--- config.mk ---
export PLATFORM = sky130hd
export DESIGN_NAME = scoreboard_hazard_unit
export DESIGN_NICKNAME = d
export VERILOG_FILES = /design/src/rtl/scoreboard_hazard_unit_pkg.sv /design/src/rtl/scoreboard_hazard_unit_sb_counter.sv /design/src/rtl/scoreboard_hazard_unit.sv
export SDC_FILE = /design/constraint.sdc
export NUM_CORES = 1
export LEC_CHECK = 0
export ABC_CLOCK_PERIOD_IN_PS = 2700
export CAP_MARGIN = 40
export CORE_MARGIN = 4
export CORE_UTILIZATION = 45
export DETAILED_ROUTE_END_ITERATION = 10
export PLACE_DENSITY_LB_ADDON = 0.05
export RECOVER_POWER = 25
export SLEW_MARGIN = 20
export SYNTH_ARGS = -nofsm -noshare
export SYNTH_HDL_FRONTEND = slang
export SYNTH_HIERARCHICAL = 1
export SYNTH_SLANG_ARGS = --single-unit
--- constraint.sdc ---
create_clock -name clk -period 2.7 [get_ports clk]
set_input_delay 0.27 -clock clk [delete_from_list [all_inputs] [get_ports clk]]
set_output_delay 0.27 -clock clk [all_outputs]
set_load 0.005 [all_outputs]
--- src/rtl/scoreboard_hazard_unit_pkg.sv ---
// Shared definitions for the decode-stage scoreboard: condition codes and
// default sizing of the pending-writer counters.
package scoreboard_hazard_unit_pkg;

  // Condition field value meaning "always execute".
  localparam logic [3:0] COND_AL   = 4'b1110;
  // Architectural registers tracked by default.
  localparam int         NREG_DEF  = 16;
  // Default width of each pending-writer counter.
  localparam int         CNT_W_DEF = 2;

  // True when an instruction's condition field does not depend on flags.
  function automatic logic cond_is_al(input logic [3:0] cond);
    return (cond == COND_AL);
  endfunction

endpackage

--- src/rtl/scoreboard_hazard_unit_sb_counter.sv ---
// Saturation-safe pending-writer counter used once per register and once
// for the status register. Increment and decrement in the same cycle
// cancel. A decrement at zero holds the count at zero and, in simulation,
// is reported by sb_counter_chk. An increment at full is blocked upstream
// by the hazard logic and is also ignored here.
import scoreboard_hazard_unit_pkg::*;

module sb_counter #(
  parameter int CNT_W = CNT_W_DEF
) (
  input  logic clk,
  input  logic rst,
  input  logic inc,
  input  logic dec,
  output logic full,
  output logic nonzero
);

  localparam logic [CNT_W-1:0] CNT_ZERO = {CNT_W{1'b0}};
  localparam logic [CNT_W-1:0] CNT_ONE  = {{(CNT_W-1){1'b0}}, 1'b1};
  localparam logic [CNT_W-1:0] CNT_MAX  = {CNT_W{1'b1}};

  logic [CNT_W-1:0] cnt_r;
  logic [CNT_W-1:0] cnt_nxt_s;

  // Next count: single inc or dec moves the count, clamped at both ends.
  always_comb begin
    cnt_nxt_s = cnt_r;
    case ({inc, dec})
      2'b10: begin
        if (cnt_r != CNT_MAX) cnt_nxt_s = cnt_r + CNT_ONE;
        else                  cnt_nxt_s = cnt_r;
      end
      2'b01: begin
        if (cnt_r != CNT_ZERO) cnt_nxt_s = cnt_r - CNT_ONE;
        else                   cnt_nxt_s = cnt_r;
      end
      default: cnt_nxt_s = cnt_r;
    endcase
  end

  // Counter state register.
  always_ff @(posedge clk or posedge rst) begin
    if (rst) cnt_r <= CNT_ZERO;
    else     cnt_r <= cnt_nxt_s;
  end

  assign full    = (cnt_r == CNT_MAX);
  assign nonzero = (cnt_r != CNT_ZERO);

`ifndef SYNTHESIS
  sb_counter_chk u_chk (
    .clk     (clk),
    .rst     (rst),
    .inc     (inc),
    .dec     (dec),
    .nonzero (nonzero)
  );
`endif

endmodule

// Simulation-only protocol checker: a retire with nothing pending means the
// caller lost track of an in-flight writer.
module sb_counter_chk (
  input logic clk,
  input logic rst,
  input logic inc,
  input logic dec,
  input logic nonzero
);

  // Flag a lone decrement of an empty counter.
  always @(posedge clk) begin
    if (!rst && dec && !inc && !nonzero)
      $error("sb_counter: retire with no pending writer");
  end

endmodule

--- src/rtl/scoreboard_hazard_unit.sv ---
// Decode-stage issue controller. Tracks in-flight register writers and a
// pending status-register update with per-register counters, and drives the
// ID-stage stall. Optional macro HAZARD_STATS_EN adds stall/freeze cycle
// counters on two extra 32-bit outputs.
import scoreboard_hazard_unit_pkg::*;

module scoreboard_hazard_unit #(
  parameter int CNT_W = CNT_W_DEF,
  parameter int NREG  = NREG_DEF
) (
  input  logic            clk,
  input  logic            rst,
  input  logic            id_valid,
  input  logic [3:0]      id_cond,
  input  logic [3:0]      src1,
  input  logic            src1_used,
  input  logic [3:0]      src2,
  input  logic            two_src,
  input  logic [3:0]      id_dest,
  input  logic            id_wb_en,
  input  logic            id_s,
  input  logic            flush,
  input  logic            sr_update,
  input  logic            wb_wb_en,
  input  logic [3:0]      wb_dest,
  input  logic            mem_freeze,
  output logic            hazard,
  output logic [NREG-1:0] pending_mask,
  output logic            sr_pending
`ifdef HAZARD_STATS_EN
  ,
  output logic [31:0]     stall_cycles,
  output logic [31:0]     freeze_cycles
`endif
);

  logic [NREG-1:0] nonzero_s;
  logic [NREG-1:0] full_s;
  logic            sr_nonzero_s;
  logic            sr_full_s;
  logic            dep_s;
  logic            issue_s;
  logic            retire_s;
  logic            sr_retire_s;

  // Dependency check on the ID instruction: RAW on either source, WAW
  // overflow on the destination, flag read while SR update is in flight,
  // and SR counter overflow.
  always_comb begin
    dep_s = 1'b0;
    if (id_valid) begin
      dep_s = (src1_used & nonzero_s[src1])
            | (two_src   & nonzero_s[src2])
            | (id_wb_en  & full_s[id_dest])
            | (~cond_is_al(id_cond) & sr_nonzero_s)
            | (id_s      & sr_full_s);
    end else begin
      dep_s = 1'b0;
    end
  end

  assign hazard      = mem_freeze | dep_s;
  // Flush wins over issue: a squashed instruction never claims a counter.
  assign issue_s     = id_valid & ~hazard & ~flush;
  // A WB held by the freeze must be counted only once, after it releases.
  assign retire_s    = wb_wb_en  & ~mem_freeze;
  assign sr_retire_s = sr_update & ~mem_freeze;

  for (genvar i = 0; i < NREG; i++) begin : g_reg
    sb_counter #(.CNT_W(CNT_W)) u_cnt (
      .clk     (clk),
      .rst     (rst),
      .inc     (issue_s  & id_wb_en & (id_dest == 4'(i))),
      .dec     (retire_s & (wb_dest == 4'(i))),
      .full    (full_s[i]),
      .nonzero (nonzero_s[i])
    );
  end

  sb_counter #(.CNT_W(CNT_W)) u_sr_cnt (
    .clk     (clk),
    .rst     (rst),
    .inc     (issue_s & id_s),
    .dec     (sr_retire_s),
    .full    (sr_full_s),
    .nonzero (sr_nonzero_s)
  );

  assign pending_mask = nonzero_s;
  assign sr_pending   = sr_nonzero_s;

`ifdef HAZARD_STATS_EN
  // Free-running, wrapping counts of dependency stalls and memory freezes.
  always_ff @(posedge clk or posedge rst) begin
    if (rst) begin
      stall_cycles  <= 32'd0;
      freeze_cycles <= 32'd0;
    end else begin
      if (id_valid & hazard & ~mem_freeze) stall_cycles <= stall_cycles + 32'd1;
      else                                 stall_cycles <= stall_cycles;
      if (mem_freeze) freeze_cycles <= freeze_cycles + 32'd1;
      else            freeze_cycles <= freeze_cycles;
    end
  end
`endif

endmodule

==> metrics.md <==
| Metric | Value |
|---|---|
| Post-Syn Instances | between 300 and 400 |
| Leakage power | approximately 0.0019 uW |
| Final worst-path setup slack | 88.2 ps |
| Fmax | around 0.38 GHz |
| WS Path Type | flop to primary output |
| Number of global-route vias before repair | a little under 3000 |
| GRT Total Usage | between 20% and 30% |
| Setup WS pre-CTS | -269 ps |
| Max stage delay on crit path | slightly above 500 ps |
| Largest net degree at the start of global routing | 18 |
| Die area | between 8000 and 9000 sq um |
| Worst-path cell chain | or2_2, mux4_2, o2111ai_4, nand4_4, o22a_2, dlygate4sd2_1 |
| Combinational Power Share | between 40% and 50% |
| Cell Area, Synth | approximately 3200 sq um |
| Seq/Total Area, Yosys | a little over a quarter |
| Placed Area | just over 4000 sq um |
| Total CTS buffers | 5 |
| Port Buf Inserts | 48 |
| H-tree Lvls | 2 |
| RSZ-0062 raised after global routing | yes |
| Tightest Pin Transition | approximately 670 ps |
| Worst R2R Start | g_reg[15].u_cnt/cnt_r[0] |
| Status | complete, no violations |
| Slowest CP cell | mux4_2 |
| Hold Slack | approximately 460 ps |
| Max_cap viols | 0 |
| Row count | 30 |
| Initial core utilization | 46.4% |
| Non-Filler Instances | 579 |
| Die width | 91.9 um |
| Rel. slew slack | a little under three fifths |
| Root Buffer | clkbuf_8 |
| CP startpoint | g_reg[15].u_cnt/cnt_r[0] |
| # clock sinks | 34 |
| Most area-hungry cell type in the Yosys netlist | dfrtp_1 |
| Nets | between 500 and 600 |
| Top cell type's share of synthesized area | between 20% and 30% |
| Post-Syn Area per Cell | roughly 8.2 sq um |
| Die Ht | roughly 92 um |
| Placed Cells | 570 |
| Power share of the clock group | a little under a quarter |
| CTS max path bufs | 2 |
| Min-delay worst type | input port to asynchronous set/reset pin |
| CTS tree | done |
| Final Slew Violations | 0 |
| Sequential Power Share | between 30% and 40% |
| Post-synth EDFFs | 0 |
| Synth cell types | 40 |
| Worst setup SP type | flop |
| Endpoints failing setup | 0 |
| Post-route setup TNS | 0 ps |
| Initial antenna violation count | 0 |
| Async set or reset register ratio after synthesis | between 90% and 100% |
| Initial DRC Count | 141 |
| Fillers | 605 |
| #FFs+latches synth | 34 |
| Final Instance Area | 4310 sq um |
| Global-route wire length before repair | ~14000 um |
| RePlAce Congestion | ~0.86 |
| Internal power | around 1100 uW |
| Clock Latency Late Sink | around 290 ps |
| Final period util | 96.7% |
| CTS clk-pin slew, worst paths | about 70 ps |
| Switching Share | between 30 and 40% |
| Grt total ovfl | 0 |
| Prevailing post-synth register cell | dfrtp_1 |
| DRC viols | 0 |
| ANT cells | 0 |
| Crit path arrival time | approximately 2300 ps |
| Worst-path fanout max | 4 |
| Synth warn | 6 |
| Share of cells above drive strength 1 | between 30% and 40% |
| IO Pins | roughly 50 |
| Via Count | about 3100 |
| Post-DP HPWL | 7220 um |
| Net Switching | 571 uW |
| WL/cell | about 15 um |
| Synth top area cells | dfrtp_1 27%, nor3_2 8.2%, nand2b_1 7.1% |
| Critical Path RT | approximately 2400 ps |
| Detailed-route vias per instance | ~5.4 |
| Core ar. | ~6800 sq um |
| Mapped Nets | 416 |
| Power Dens Cells | around 390 nW/um^2 |
| CP Capture Type | primary output |
| Detailed-route wire length | 8960 um |
| Antenna viol nets, final | 0 |
| P&R area growth vs syn | 36.1% |
| Final setup skew | around 7.9 ps |
| Hold Fails Final Rpt | 0 |
| Final min period | between 2000 and 3000 ps |
| DRT Pass-1 Iters | 5 |
| Worst VDD drop | 0.199 mV |
| Postcts setup bufs | 0 |
## per-layer routing
layer / up-vias / routed length [um] / GRT usage [%]
met5: - / 0 / 0
met4: 0 / 88 / 4.70
met3: 11 / 595 / 3.94
met2: 88 / 4100 / 35.0
met1: 1489 / 4180 / 30.2
li1: 1524 / - / -
## repair_timing
item                                    CTS  global route
endpoints found under the setup margin   15            25
gates cloned                              0             0
pin swaps                                 3             6
resized for setup                        11            18
hold buffers                              0             0
## per-stage QoR
step                      total power (uW)  utilization, %
after floorplan                        927               -
after global placement                1240            60.0
after detailed placement              1240            60.0
after CTS                             1660            61.8
after global routing                  1780            63.1
final                                 1680            63.1
## logic make-up after synthesis
group                  Yosys count  share of synthesized area, %
AO/OA/AOI/OAI                   63                          13.1
multiplexers                    18                          8.69
flip-flops                      34                          26.9
buffers and inverters           31                          4.35
AND/OR/NAND/NOR                239                          47.0
## cells in the mapped netlist, types with 18 or more instances
master / number
nor2_1: 54
nand2b_1: 36
dfrtp_1: 34
nor3_2: 26
inv_1: 22
nor2b_1: 21
nand2_1: 20
o21ai_1: 18
## area by class of cell
type	count	area, sq um	share of cell area [%]
clock buffer	7	86.3	2.00
inverter	22	82.6	1.92
multi-input combinational	320	2290	53.2
timing repair buffer	99	871	20.2
tap	96	120	2.79
sequential	34	851	19.7
clock inverter	1	5.00	0.116
## power by group through the flow
stage | Sequential (uW) | Combinational, uW | Clock (uW)
3_5_place_dp | 595 | 650 | 0
4_1_cts | 586 | 666 | 409
3_3_place_gp | 593 | 645 | 0
6_report | 586 | 700 | 398
2_1_floorplan | 607 | 320 | 0
5_1_grt | 592 | 757 | 430
## placed cells by master (no fill, tap or decap), types with 7 or more instances in the layout
master and count:
nor2_1 53, and2_2 17, inv_1 22, dfrtp_1 34, a21oi_1 17, nand2_1 20, mux2i_1 11, nor2b_1 19
or2_2 10, a21oi_2 17, nor3_2 30, nand2b_1 36, buf_4 49, mux4_2 7, clkdlybuf4s50_1 46, and3b_1 17
or2_4 7, o21ai_1 18
## worst paths after layout
path                                       endpoint  slack (ps)  cells after the start
setup reg to reg           g_reg[14].u_cnt/cnt_r[0]         110                      9
hold / removal             g_reg[13].u_cnt/cnt_r[0]         460                      2
min in group clk            g_reg[1].u_cnt/cnt_r[0]         530                      1
setup / recovery                             hazard          90                      6
hold reg to reg             g_reg[1].u_cnt/cnt_r[0]         530                      1
max in group asynchronous   g_reg[0].u_cnt/cnt_r[1]        1680                      3
## critical path, delay by kind of cell (launching register included)
| family | cells | cell delay [ps] |
|---|---|---|
| AO/OA/AOI/OAI | 2 | 440 |
| buffers and inverters | 1 | 260 |
| AND/OR/NAND/NOR | 2 | 480 |
| multiplexers | 1 | 510 |
| flip-flops | 1 | 370 |
## sequential cells by signal, indices dropped and copies added (netlist names)
signal	flops
g.u_cnt/cnt_r	32
u_sr_cnt/cnt_r	2
(Power assumes the default switching activity.)
